==> config.mk <==
export PLATFORM = sky130hd
export DESIGN_NAME = tristate_bus_arbiter_flat
export DESIGN_NICKNAME = d
export VERILOG_FILES = /design/src/rtl/tristate_bus_arbiter_if.sv /design/src/rtl/tristate_bus_arbiter.sv /design/src/flat_wrapper.sv
export SDC_FILE = /design/constraint.sdc
export NUM_CORES = 1
export LEC_CHECK = 0
export ABC_AREA = 1
export ABC_CLOCK_PERIOD_IN_PS = 3200
export CAP_MARGIN = 20
export CORE_UTILIZATION = 30
export DETAILED_ROUTE_END_ITERATION = 12
export HOLD_SLACK_MARGIN = 0.15
export SLEW_MARGIN = 20
export SYNTH_ARGS = -nofsm -noshare
export SYNTH_HDL_FRONTEND = slang
export SYNTH_SLANG_ARGS = --single-unit
==> constraint.sdc <==
create_clock -name clk -period 3.2 [get_ports clk]
set_input_delay 0.64 -clock clk [delete_from_list [all_inputs] [get_ports clk]]
set_output_delay 0.64 -clock clk [all_outputs]
set_load 0.005 [all_outputs]
==> src/rtl/tristate_bus_arbiter_if.sv <==
// Bus-side signals of the tristate bus arbiter: per-agent requests coming in,
// per-buffer enables and bus status going out.
//
// Handshake: req[i] is a level request that agent i holds for as long as it
// wants the bus; enable[i] high is the grant, and agent i owns the bus on every
// cycle its enable bit is high; the agent releases by dropping req[i], after
// which the bus floats (turn=1) for the turnaround gap before any new grant.
interface tristate_bus_arbiter_if #(
    parameter int N_REQ = 4
) ();
    localparam int OW = $clog2(N_REQ);

    logic [N_REQ-1:0] req;
    logic [N_REQ-1:0] enable;
    logic [OW-1:0]    owner;
    logic             busy;
    logic             turn;

    // Arbiter side
    modport master (
        input  req,
        output enable,
        output owner,
        output busy,
        output turn
    );

    // Requesting agents / tristate buffers side
    modport slave (
        output req,
        input  enable,
        input  owner,
        input  busy,
        input  turn
    );
endinterface

==> src/rtl/tristate_bus_arbiter.sv <==
// Round-robin arbiter and sequencer for a shared tristate bus. Grants at most
// one buffer enable at a time and floats the bus for TURNAROUND cycles between
// drivers so two buffers never drive together.
// Optional feature: define TRISTATE_BUS_ARB_TIMEOUT_EN to preempt an owner that
// has driven MAX_HOLD cycles while another agent is waiting.
module tristate_bus_arbiter #(
    parameter int N_REQ      = 4,
    parameter int TURNAROUND = 1,
    parameter int MAX_HOLD   = 8
) (
    input  logic                  clk,
    input  logic                  rst_n,
    tristate_bus_arbiter_if.master bus,
    output logic [1:0]            state_dbg
);
    localparam int OW = $clog2(N_REQ);
    localparam int TW = (TURNAROUND > 1) ? $clog2(TURNAROUND) : 1;
    localparam logic [N_REQ-1:0] ONE = N_REQ'(1);

    typedef enum logic [1:0] {
        IDLE  = 2'd0,
        DRIVE = 2'd1,
        TURN  = 2'd2
    } state_t;

    // Reject parameter values outside the supported range at elaboration
    if (N_REQ < 2 || N_REQ > 16 || TURNAROUND < 1 || MAX_HOLD < 1) begin : g_bad_param
        $error("tristate_bus_arbiter: parameter out of range");
    end

    state_t           state;
    logic [N_REQ-1:0] enable_q;
    logic [OW-1:0]    owner_q;
    logic [OW-1:0]    last_owner;
    logic [TW-1:0]    turn_cnt;
    logic             busy_q;
    logic             turn_q;

    logic             any_req;
    logic [OW-1:0]    winner;
    logic [OW-1:0]    cand;
    logic             preempt;

    // Round-robin pick: scan from the farthest offset to the nearest so the
    // first requester above last_owner wins, last_owner itself ranking last
    always_comb begin
        any_req = |bus.req;
        winner  = '0;
        cand    = '0;
        for (int i = N_REQ; i >= 1; i--) begin
            cand = OW'((int'(last_owner) + i) % N_REQ);
            if (bus.req[cand]) begin
                winner = cand;
            end
        end
    end

`ifdef TRISTATE_BUS_ARB_TIMEOUT_EN
    localparam int HW = (MAX_HOLD > 1) ? $clog2(MAX_HOLD) : 1;
    logic [HW-1:0] hold_cnt;

    // Preempt once the owner has used its hold budget and someone else waits
    always_comb begin
        preempt = (hold_cnt == HW'(MAX_HOLD - 1)) && |(bus.req & ~enable_q);
    end
`else
    // Without the timeout an owner keeps the bus until it drops req
    always_comb begin
        preempt = 1'b0;
    end
`endif

    // Sequencer: IDLE -> DRIVE -> TURN (-> DRIVE | IDLE), all outputs registered
    always_ff @(posedge clk) begin
        if (!rst_n) begin
            state      <= IDLE;
            enable_q   <= '0;
            owner_q    <= '0;
            last_owner <= OW'(N_REQ - 1);
            turn_cnt   <= '0;
            busy_q     <= 1'b0;
            turn_q     <= 1'b0;
`ifdef TRISTATE_BUS_ARB_TIMEOUT_EN
            hold_cnt   <= '0;
`endif
        end else begin
            case (state)
                IDLE: begin
                    if (any_req) begin
                        state      <= DRIVE;
                        enable_q   <= ONE << winner;
                        owner_q    <= winner;
                        last_owner <= winner;
                        busy_q     <= 1'b1;
`ifdef TRISTATE_BUS_ARB_TIMEOUT_EN
                        hold_cnt   <= '0;
`endif
                    end
                end
                DRIVE: begin
                    // A release at the same edge as a timeout lands in the same TURN
                    if (!bus.req[owner_q] || preempt) begin
                        state    <= TURN;
                        enable_q <= '0;
                        busy_q   <= 1'b0;
                        turn_q   <= 1'b1;
                        turn_cnt <= '0;
                    end
`ifdef TRISTATE_BUS_ARB_TIMEOUT_EN
                    else if (hold_cnt != HW'(MAX_HOLD - 1)) begin
                        hold_cnt <= hold_cnt + 1'b1;
                    end
`endif
                end
                TURN: begin
                    if (turn_cnt == TW'(TURNAROUND - 1)) begin
                        turn_q <= 1'b0;
                        if (any_req) begin
                            state      <= DRIVE;
                            enable_q   <= ONE << winner;
                            owner_q    <= winner;
                            last_owner <= winner;
                            busy_q     <= 1'b1;
`ifdef TRISTATE_BUS_ARB_TIMEOUT_EN
                            hold_cnt   <= '0;
`endif
                        end else begin
                            state <= IDLE;
                        end
                    end else begin
                        turn_cnt <= turn_cnt + 1'b1;
                    end
                end
                default: begin
                    state    <= IDLE;
                    enable_q <= '0;
                    busy_q   <= 1'b0;
                    turn_q   <= 1'b0;
                end
            endcase
        end
    end

    assign bus.enable = enable_q;
    assign bus.owner  = owner_q;
    assign bus.busy   = busy_q;
    assign bus.turn   = turn_q;
    assign state_dbg  = state;
endmodule

==> src/flat_wrapper.sv <==
// flat-port wrapper written by rule: the top's interface ports become plain ports
module tristate_bus_arbiter_flat 
#(
    parameter int N_REQ      = 4,
    parameter int TURNAROUND = 1,
    parameter int MAX_HOLD   = 8
)
  (clk, rst_n, state_dbg, bus_req, bus_enable, bus_owner, bus_busy, bus_turn);
  tristate_bus_arbiter_if #(.N_REQ(N_REQ)) bus_i ();
  input  logic clk;
  input  logic rst_n;
  output logic [1:0] state_dbg;
  input wire logic [$bits(bus_i.req)-1:0] bus_req;
  output wire logic [$bits(bus_i.enable)-1:0] bus_enable;
  output wire logic [$bits(bus_i.owner)-1:0] bus_owner;
  output wire logic [$bits(bus_i.busy)-1:0] bus_busy;
  output wire logic [$bits(bus_i.turn)-1:0] bus_turn;
  assign bus_i.req = bus_req;
  assign bus_enable = bus_i.enable;
  assign bus_owner = bus_i.owner;
  assign bus_busy = bus_i.busy;
  assign bus_turn = bus_i.turn;
  tristate_bus_arbiter #(.N_REQ(N_REQ), .TURNAROUND(TURNAROUND), .MAX_HOLD(MAX_HOLD)) u_core (.clk(clk), .rst_n(rst_n), .bus(bus_i), .state_dbg(state_dbg));
endmodule
* Word level (Yosys, flattened, before mapping) *
Cells that the tools add are included.
Widths: inputs -> output; s select.

word-level totals
  bits in registers = 13
  bits in latches = 0
  memory bits (writable) = 0
  ROM bits = 0
  input port bits = 6
  output and inout port bits = 10
  logic and storage cells = 71
  memories kept = 0

operators by class
  $add $sub $neg = 5
  multiply operators = 0
  div/mod/pow operators = 0
  order comparisons = 5
  equality and inequality tests = 5
  shift operators = 1
  muxes and demuxes = 38
  bitwise operators = 1
  reduce and logical (&&, ||, !) cells = 9

operator list
  operator             count
  $mux 2               11
  $lt 2x3->1 const B   5
  $mux 1               12
  $mux 4               3
  $pmux 4 s3           1
  $bmux 1 s2           5
  $pmux 2 s2           2
  $pmux 1 s3           2
  $pmux 2 s3           1
  $reduce_and 2->1     3
  $reduce_and 3->1     2
  $add 2x1->2 const B  2
  $add 2x2->2 const B  2
  $ne 2x2->1 const B   2
  $reduce_bool 2->1    2
  $reduce_or 4->1      1
  $shl 1x2->4 const A  1
  $eq 2x1->1 const B   1
  $eq 2x2->1 const B   1
  $logic_not 2->1      1
  $ne 2x1->1 const B   1
  $pmux 1 s2           1
  $add 1x1->1 const B  1
  $not 1->1            1

* Logic depth before layout (Yosys ltp) *
Gate-level depths: netlist (run 1).

  depth in word-level cells = 11
  depth in mapped cells = 14
  depth with buffers taken out = 13

* Worst setup path before layout (run 1) *
Ideal clock, no wire load.

  kind = in2reg
  from = input port bus_req[3]
  to = register u_core.owner_q[0], in the netlist u_core.bus.owner[0]
  setup time = 0.109 ns
  arrival time = 1.369 ns
  data required time = 3.091 ns
  setup slack = 1.722 ns
  stages = 13
  path buffers = 0
  cells stage by stage = inv_1 > nand2_1 > nand3_1 > nand2_1 > inv_2 > nand2_2 > nand2_2 > nand2_2 > nand2_2 > nand2_1 > nand2_1 > nand2_1 > inv_1

on the way
  longest elaborated chain between the ends = 9
  elaborated cells between the ends (all ways) = 16
  classes of those cells = mux (15); reduce/logical (1)

RTL lines
  item                          RTL line                                                 text
  start: declaration            flat_wrapper.sv:13                                       input wire logic [$bits(bus_i.req)-1:0] bus_req;
  $bmux 1 s2                    tristate_bus_arbiter.sv:52                               if (bus.req[cand]) begin
  $mux 1 (implied by the code)  tristate_bus_arbiter.sv:52
  $mux 2 (4 in a row)           tristate_bus_arbiter.sv:52
  $mux 2 (*)                    tristate_bus_arbiter.sv:89, tristate_bus_arbiter.sv:118
  $mux 2                        tristate_bus_arbiter.sv:116                              if (turn_cnt == TW'(TURNAROUND - 1)) begin
  $pmux 2 s2 (*)                tristate_bus_arbiter.sv:87                               case (state)
  end signal: assignment        tristate_bus_arbiter.sv:92                               owner_q <= winner;
  end signal: assignment        tristate_bus_arbiter.sv:121                              owner_q <= winner;
  end: declaration              tristate_bus_arbiter.sv:33                               logic [OW-1:0] owner_q;

Mark *: on every way between the ends. The rest lies on a longest branch, timed or not. The select of a mux whose other input is x is not followed.
A chain may end at the register's enable or synchronous reset.

* Worst setup path after layout (run 1) *
  from = input port bus_req[1]
  to = register u_core.owner_q[0], in the netlist u_core.bus.owner[0]

Same word-level chain as after synthesis.

==> summary.txt, run 1 <==
Ys async rst share: 0%
Final setup viols: 0
DRC errors left: 0
Area Overhead vs Synth: 27.4%
ANT nets after route: 0
Post-synthesis mux area share: 0%
Worst Hold Launch: u_core.bus.enable[2]
DRT iter0 DRCs: 5
Crit path buf inv count: 4
Synth Area in Simple Gates: 40.0%
RR Endpoint: u_core.bus.owner[0]
Synth Area per Inst: 6.95 um2
Starting density of the core: 32.0%
Hold Buf Count CTS: 0
CP startpoint kind: primary input
Worst skew pair latency: 0.26 ns
First-pass GRT wire length: 2.62 mm
Cell with the most instances on the worst path: nand2_1
CTS clk-pin slew, worst paths: 0.07 ns
Critical Path End Type: flip-flop
Slowest stage delay, CP: 0.55 ns
Pwr/cell area: 690 nW/um2
Delay-heaviest family, CP: buffers and inverters
GPL Wtd Cong: 0.833
Vias: 698
Slew margin rel.: 70.2%
Critical Path RT: 3.37 ns
Slowest-stage cell, CP: clkdlybuf4s50_1
Vias per Instance: 4.72
MaxCap Viol Count: 0
Routed len/inst: 10.4 um
HP Class: reg -> reg
Area of the core: 2230 um2
Post-Synth XOR/XNOR Area: 0%
Worst-Margin Slew: 0.446 ns
Post-synth EDFFs: 0
Antenna violations before repair: 0
Port Buf Inserts: 15
Number of I/O pins: 16
First drt pass iteration count: 4
Placed inst area: 890 um2
GRT overflow: 0
Prevailing post-synth register cell: dfxtp_1
TritonCTS Buffers: 3
TritonCTS clock tree: done
Post-DP HPWL: 1.23 mm
Pin count of the biggest net entering global routing: 10
Top-area cell type share of the netlist area: 33.6%
Gate Count Post-Synth: 103
Post-Route Skew: 0.000857 ns
Top post-synthesis cells by area: dfxtp_1 (34%), nand2_1 (15%), nand2_2 (12%)
Reg2Reg Depth: 13
Die X: 50.8 um
CTS HTree Levels: 1
Adder-cell share of the synthesized area: 0%
Final worst-path cycle share: 59.0%
Drt total wl: 1.55 mm
CP Data Arrival Time: 2.06 ns
Synth area leader: dfxtp_1
Status: completed
Post-route cell area: 912 um2
R2r setup slk: 1.62 ns
CTS Buffer Depth: 2
RSZ-0062 raised after global routing: no
Die area: 2580 um2
Layout cells sized above 1: 22.5%
# rows: 17
Root buf cell: clkbuf_4
R2r startpoint: u_core.last_owner[0]
Setup TNS: 0 ns
Worst IR drop on VDD: 348 uV
Critical path class: in -> reg
Critical path cell sequence: clkdlybuf4s50_1, inv_1, nand2_1, nand3_1, nand2_1, inv_2, nand2_2, nand2_2, nand2_2, nand2_2, nand2_1, nand2_1, nand2_1, inv_1
Endpoints failing hold: 0
Chip height: 50.8 um
Synth Cell Area: 716 um2
Hold Path Sink: u_core.bus.enable[2]
Net Count, Synth: 109
Post-CTS setup buffers: 0
FILL cells: 245
Min cycle time layout: 1.89 ns
Antenna cells: 0
Final net count: 128
Pins over their slew limit: 0
Gr usage total: 13.2%
Pleak: 0.423 nW
Register area share after synthesis: 33.6%
Fmax: 0.529 GHz
Synth Area in Compound Gates: 15.4%
Synth Warn #: 0
CTS sink count: 12
Post-cts gate resize count: 0
Unique cell type count in the Yosys netlist: 19
Vias in the first global route: 651
Crit-path max FO: 3
Yosys reg bits: 12
Depth of the worst hold-timing path: 2
Largest family of logic cells by synthesized area: simple AND/OR/NAND/NOR gates
## cell families (layout without fill, tap and decap cells)
family          Yosys count  after routing
simple gates             57             57
compound gates           17             17
buf+inv                  17             34
flops                    12             12
## sequential cells by signal, summed over array words and instances (netlist names)
signal             flops
u_core.bus.enable      4
u_core.bus.owner       2
u_core.last_owner      2
u_core.state_dbg       2
u_core.bus.busy        1
u_core.bus.turn        1
## Yosys cell counts, types with 2 or more instances
cell type,count
o211ai_1,3
o21ai_0,2
nand2_4,2
nand2_1,29
nand4_1,4
nand3_1,5
nor2_1,2
inv_1,10
dfxtp_1,12
a21oi_1,9
nand2_2,14
inv_2,4
## tightest hold or removal path: cells and delay by family (launching register included)
kind,cells,cell delay (ns)
AND/OR/NAND/NOR,1,0.06
AO/OA/AOI/OAI,1,0.05
flip-flops,1,0.31
## power by group
| part | internal (mW) | leakage [nW] | switching (mW) |
|---|---|---|---|
| logic | 0.140 | 0.310 | 0.182 |
| registers | 0.183 | 0.0991 | 0.0359 |
| clock network | 0.0434 | 0.0138 | 0.0448 |
| total | 0.367 | 0.423 | 0.263 |
## through the flow
stage | hold WS [ns] | instances | util [%] | power [mW] | setup slack [ns]
final | 0.467 | 148 | 40.8 | 0.630 | 1.31
after global routing | 0.492 | 148 | 40.8 | 0.679 | 1.11
after CTS | 0.471 | 148 | 40.8 | 0.634 | 1.31
after detailed placement | 0.461 | 145 | 39.8 | 0.543 | 1.04
after global placement | 0.458 | 145 | 39.8 | 0.541 | 1.04
after floorplan | 0.460 | 103 | - | 0.451 | 1.72
## cell type report
cell class	instances	area, um2	area share (%)
Tap cell	28	35.0	3.84
Multi-Input combinational cell	74	397	43.5
Timing Repair Buffer	15	150	16.5
Sequential cell	12	240	26.3
Clock buffer	3	22.5	2.47
Inverter	16	67.6	7.41
## worst max path at each step
stage	start	depth (start not counted)	endpoint	slack (ns)
after floorplan	bus_req[3]	13	u_core.bus.owner[0]	1.72
after global placement	bus_req[1]	14	u_core.bus.owner[0]	1.04
after detailed placement	bus_req[1]	14	u_core.bus.owner[0]	1.04
after CTS	bus_req[1]	14	u_core.bus.owner[0]	1.31
after global routing	bus_req[2]	7	u_core.bus.enable[3]	1.11
final	bus_req[1]	14	u_core.bus.owner[0]	1.31
## routing by layer
metal	part of all wire [%]	vias up	GRT usage, %	wire length (um)
met4	0.91	0	7.87	14
met3	2.5	2	1.19	39
met2	49	14	22.9	760
met1	47	317	15.7	731
met5	0	-	0	0
li1	-	365	-	-
## cells in the final DEF, fill, tap and decap left out, types with 2 or more instances in the layout
cell type and n:
o211ai_1 3, o21ai_0 2, nand2_1 29, nand3_1 5
clkbuf_4 3, dfxtp_1 12, inv_1 10, clkdlybuf4s50_1 15
a21oi_1 9, nand2_2 14, nand4_1 4, inv_2 4
nor2_1 2, nand2_4 2
No activity file was read; power rests on OpenSTA's default activity.
==> run 2: changes to the inputs <==
--- a/config.mk
+++ b/config.mk
@@ -6,7 +6,7 @@
 export NUM_CORES = 1
 export LEC_CHECK = 0
 export ABC_AREA = 1
-export ABC_CLOCK_PERIOD_IN_PS = 3200
+export ABC_CLOCK_PERIOD_IN_PS = 1950
 export CAP_MARGIN = 20
 export CORE_UTILIZATION = 30
 export DETAILED_ROUTE_END_ITERATION = 12
==> constraint.sdc (replaced) <==
create_clock -name clk -period 1.95 [get_ports clk]
set_input_delay 0.39 -clock clk [delete_from_list [all_inputs] [get_ports clk]]
set_output_delay 0.39 -clock clk [all_outputs]
set_load 0.005 [all_outputs]
==> run 2 against run 1 <==
Compared with the run above: critical path depth decreased by 13; first-iteration DRC count increased to 3.2 times the previous value; sequential power increased by 63%; highest routed layer unchanged.
==> summary.txt, run 2 (synthesized netlist as in run 1, its figures left out) <==
Worst IR drop on VDD: 479 uV (+38%)
Number of I/O pins: 16 (unchanged)
Final Total Pwr: 1.09 mW (+73%)
CTS HTree Levels: 1 (unchanged)
CP Data Arrival Time: 1.22 ns (-0.84 ns)
Worst path depth: 1 (-13)
Vias per Instance: 4.57 (-3.1%)
Critical path cell sequence: clkdlybuf4s50_1
Pwr/cell area: 1160 nW/um2 (+68%)
Worst skew pair latency: 0.27 ns (about the same)
Cell total after placement: 147 (+1.4%)
R2r setup slk: 0.38 ns (-1.24 ns)
Slowest-stage cell, CP: clkdlybuf4s50_1
Final setup viols: 0 (unchanged)
Worst setup margin: 0.345 ns (-0.966 ns)
Worst hold margin: 0.466 ns (-0.00105 ns)
CTS clk-pin slew, worst paths: 0.08 ns (about the same)
GRT overflow: 0 (unchanged)
CTS sink count: 12 (unchanged)
Die X: 50.8 um (unchanged)
Final net count: 130 (+1.6%)
DRT iter0 DRCs: 16 (+11)
R2r startpoint: u_core.last_owner[0]
MaxCap Viol Count: 0 (unchanged)
TritonCTS clock tree: done
Post-route cell area: 941 um2 (+3.2%)
CP startpoint kind: flip-flop
Vias: 690 (-1.1%)
First drt pass iteration count: 4 (unchanged)
Chip height: 50.8 um (unchanged)
Util after Layout: 42.1% (+1.3 points)
GPL Wtd Cong: 0.853 (+2.5%)
Vias in the first global route: 675 (+3.7%)
Depth of the worst hold-timing path: 2 (unchanged)
Slew margin rel.: 68.8% (-1.4 points)
Gr usage total: 13.8% (+0.64 points)
Post-cts gate resize count: 0 (unchanged)
Most frequent cells in the layout: nand2_1 (29), clkdlybuf4s50_1 (15), nand2_2 (14), dfxtp_1 (12), inv_1 (10)
# rows: 17 (unchanged)
Layout cells sized above 1: 24.4% (+1.9 points)
Pleak: 0.439 nW (+3.9%)
Final worst-path cycle share: 82.3%
Starting density of the core: 32.0% (unchanged)
First-pass GRT wire length: 2.71 mm (+3.4%)
Fmax: 0.623 GHz
Cell Count, Final, Fillers Out: 151 (+2.0%)
Critical path class: reg -> out
DRC errors left: 0 (unchanged)
Crit path buf inv count: 1 (-3)
Die area: 2580 um2 (unchanged)
Antenna violations before repair: 0 (unchanged)
Worst-Margin Slew: 0.464 ns (+0.0173 ns)
Post-Route Skew: 0.00451 ns (+0.00365 ns)
Pins over their slew limit: 0 (unchanged)
Commonest non-fill, non-tap cell in the layout: nand2_1
CTS Buffer Depth: 2 (unchanged)
Routed len/inst: 10.2 um (-2.2%)
Port Buf Inserts: 15 (unchanged)
RSZ-0062 raised after global routing: no
RR Endpoint: u_core.bus.owner[0]
Slowest stage delay, CP: 0.54 ns (about the same)
Pin count of the biggest net entering global routing: 10 (unchanged)
Drt total wl: 1.54 mm (-0.26%)
Hold Buf Count CTS: 0 (unchanged)
Critical Path End Type: primary output
Delay-heaviest family, CP: buffers and inverters
ANT nets after route: 0 (unchanged)
Reg2Reg Depth: 13 (unchanged)
Min cycle time layout: 1.61 ns
Area Overhead vs Synth: 31.5%
Hold Path Sink: u_core.bus.enable[1]
Post-CTS setup buffers: 0 (unchanged)
Setup TNS: 0 ns (unchanged)
HP Class: reg -> reg
Endpoints failing hold: 0 (unchanged)
Critical Path RT: 1.56 ns (-1.81 ns)
Worst Hold Launch: u_core.bus.enable[1]
Pre-CTS WS: 0.0742 ns (-0.966 ns)
Post-DP HPWL: 1.25 mm (+2.2%)
Root buf cell: clkbuf_4
Antenna cells: 0 (unchanged)
Max reg flops: 4 (unchanged)
TritonCTS Buffers: 3 (unchanged)
Crit-path max FO: 6 (+3)
Status: completed
Area of the core: 2230 um2 (unchanged)
Placed inst area: 905 um2 (+1.7%)
[run 2: cell type report]
class	instances	area, um2
fillers	243	1290
flip-flops and latches	12	240
clock buffers	4	36.3
repair buffers	17	165
multi-input cells	74	397
well taps	28	35.0
inverters	16	67.6
[run 2: routing by layer]
layer	track usage [%]	part of all wire, %	up-vias
li1	-	-	366
met1	15.5	46	310
met2	24.7	49	12
met3	2.08	3.4	2
met4	7.87	0.58	0
met5	0	0	-
[run 2: worst max path at each step]
stage | slack, ns | end | start
global route | 0.20 | u_core.bus.owner[0] | u_core.last_owner[0]
detailed placement | 0.07 | u_core.bus.owner[0] | bus_req[3]
floorplan | 0.71 | u_core.bus.owner[0] | u_core.last_owner[0]
finish | 0.34 | bus_owner[0] | u_core.bus.owner[0]
global placement | 0.11 | u_core.bus.owner[0] | bus_req[1]
CTS | 0.33 | bus_owner[0] | u_core.bus.owner[0]
[run 2: report_power, final]
| group | internal (mW) | switching (mW) |
|---|---|---|
| registers | 0.300 | 0.0577 |
| logic | 0.236 | 0.302 |
| clock network | 0.113 | 0.0805 |
| total | 0.650 | 0.440 |
==> run 3: changes to the inputs <==
--- a/config.mk
+++ b/config.mk
@@ -6,7 +6,7 @@
 export NUM_CORES = 1
 export LEC_CHECK = 0
 export ABC_AREA = 1
-export ABC_CLOCK_PERIOD_IN_PS = 1950
+export ABC_CLOCK_PERIOD_IN_PS = 1600
 export CAP_MARGIN = 20
 export CORE_UTILIZATION = 30
 export DETAILED_ROUTE_END_ITERATION = 12
==> constraint.sdc (replaced) <==
create_clock -name clk -period 1.6 [get_ports clk]
set_input_delay 0.32 -clock clk [delete_from_list [all_inputs] [get_ports clk]]
set_output_delay 0.32 -clock clk [all_outputs]
set_load 0.005 [all_outputs]
==> run 3 against run 2 <==
Compared with the run above: first-iteration DRC count rose by 13%; critical path depth unchanged; power increased by 25%; via count increased by 4.2%; non-clock buffer count up 7; final cell count grew 4.6%; critical path type unchanged; critical endpoint unchanged.
==> summary.txt, run 3 (synthesized netlist as in run 1, its figures left out) <==
Status: completed
Die X: 50.8 um (unchanged)
Setup TNS: 0 ns (unchanged)
RSZ-0062 raised after global routing: no
First drt pass iteration count: 4 (unchanged)
Gr usage total: 13.3% (-0.57 points)
Post-Route Skew: 0.00231 ns (-0.00220 ns)
Crit-path max FO: 6 (unchanged)
Final setup viols: 0 (unchanged)
TritonCTS clock tree: done
Crit path buf inv count: 1 (unchanged)
FILL cells: 236 (-2.9%)
Pwr/cell area: 1370 nW/um2 (+18%)
Most frequent cells in the layout: nand2_1 (29), clkdlybuf4s50_1 (15), nand2_2 (14), dfxtp_1 (11)
Final worst-path cycle share: 95.5%
Area Overhead vs Synth: 39.0%
Max reg flops: 4 (unchanged)
MaxCap Viol Count: 0 (unchanged)
Antenna violations before repair: 0 (unchanged)
Pins over their slew limit: 0 (unchanged)
Chip height: 50.8 um (unchanged)
CP startpoint kind: flip-flop
Worst skew pair latency: 0.26 ns (about the same)
ANT nets after route: 0 (unchanged)
Vias in the first global route: 653 (-3.3%)
Min cycle time layout: 1.53 ns
CP Data Arrival Time: 1.21 ns (about the same)
Critical Path Source: u_core.bus.owner[0]
Slowest stage delay, CP: 0.54 ns (about the same)
Commonest non-fill, non-tap cell in the layout: nand2_1
First-pass GRT wire length: 2.60 mm (-4.1%)
Worst IR drop on VDD: 608 uV (+27%)
Post-CTS setup buffers: 0 (unchanged)
Critical Path End Type: primary output
Root buf cell: clkbuf_4
Fmax: 0.654 GHz
Worst Hold Launch: u_core.bus.enable[2]
Pin count of the biggest net entering global routing: 9 (-1)
Slew margin rel.: 71.0% (+2.3 points)
Final Total Pwr: 1.36 mW (+25%)
CTS Buffer Depth: 2 (unchanged)
Routed len/inst: 10.1 um (-0.77%)
Critical path class: reg -> out
Die area: 2580 um2 (unchanged)
Area of the multi-input gates: 397 um2 (unchanged)
Antenna cells: 0 (unchanged)
Slowest-stage cell, CP: clkdlybuf4s50_1
DRT iter0 DRCs: 18 (+2)
Endpoints failing hold: 0 (unchanged)
Post-DP HPWL: 1.29 mm (+3.1%)
Final net count: 137 (+5.4%)
Starting density of the core: 32.0% (unchanged)
Layout cells sized above 1: 30.0% (+5.6 points)
CTS clk-pin slew, worst paths: 0.07 ns (about the same)
Number of I/O pins: 16 (unchanged)
HP Class: reg -> reg
CTS sink count: 12 (unchanged)
GPL Wtd Cong: 0.843 (-1.3%)
Port Buf Inserts: 15 (unchanged)
Sequential cell area: 241 um2 (+0.52%)
Pleak: 0.472 nW (+7.3%)
Vias: 719 (+4.2%)
# rows: 17 (unchanged)
Drt total wl: 1.60 mm (+3.8%)
Util after Layout: 44.5% (+2.4 points)
GRT overflow: 0 (unchanged)
Delay-heaviest family, CP: buffers and inverters
Area of the core: 2230 um2 (unchanged)
Critical Path RT: 1.28 ns (-0.28 ns)
Critical path cell sequence: clkdlybuf4s50_1
TritonCTS Buffers: 3 (unchanged)
CTS HTree Levels: 1 (unchanged)
Vias per Instance: 4.55 (-0.41%)
Worst hold margin: 0.465 ns (-0.000679 ns)
DRC errors left: 0 (unchanged)
R2r startpoint: u_core.last_owner[0]
Worst-Margin Slew: 0.430 ns (-0.0340 ns)
run 3: path summary, 6_finish.rpt:
path                     endpoint  slack [ns]  cells past startpoint
max                  bus_owner[0]        0.07                      1
min          u_core.bus.enable[2]        0.46                      2
max reg2reg   u_core.bus.owner[0]        0.19                     14
min reg2reg  u_core.bus.enable[2]        0.46                      2
run 3: cell type report:
| type | count | area share (%) |
|---|---|---|
| multi-input combinational | 74 | 39.9 |
| sequential | 12 | 24.3 |
| clock buffer | 4 | 3.65 |
| tap | 28 | 3.52 |
| timing repair buffer | 24 | 21.9 |
| inverter | 16 | 6.79 |
run 3: routing by layer:
layer / track usage, % / wire, um / vias up
met3: 1.49 / 51 / 2
met4: 7.41 / 14 / 0
li1: - / - / 389
met1: 14.6 / 727 / 312
met2: 24.4 / 806 / 16
met5: 0 / 0 / -
run 3: power by group:
part / switching [mW] / internal, mW
clock: 0.0944 / 0.138
combinational: 0.397 / 0.320
sequential: 0.0469 / 0.367
run 3: timing repair:
item | in CTS | in global routing
hold buffers | 0 | 0
gates resized for setup | 0 | 2
setup endpoints to repair | 0 | 7
run 3: per-stage QoR:
step	instance area [um2]	setup slack, ns	std cells
floorplan	716	0.356	103
global placement	957	-0.154	154
detailed placement	957	-0.182	154
CTS	993	0.0530	158
global route	995	0.00401	158
finish	995	0.0718	158
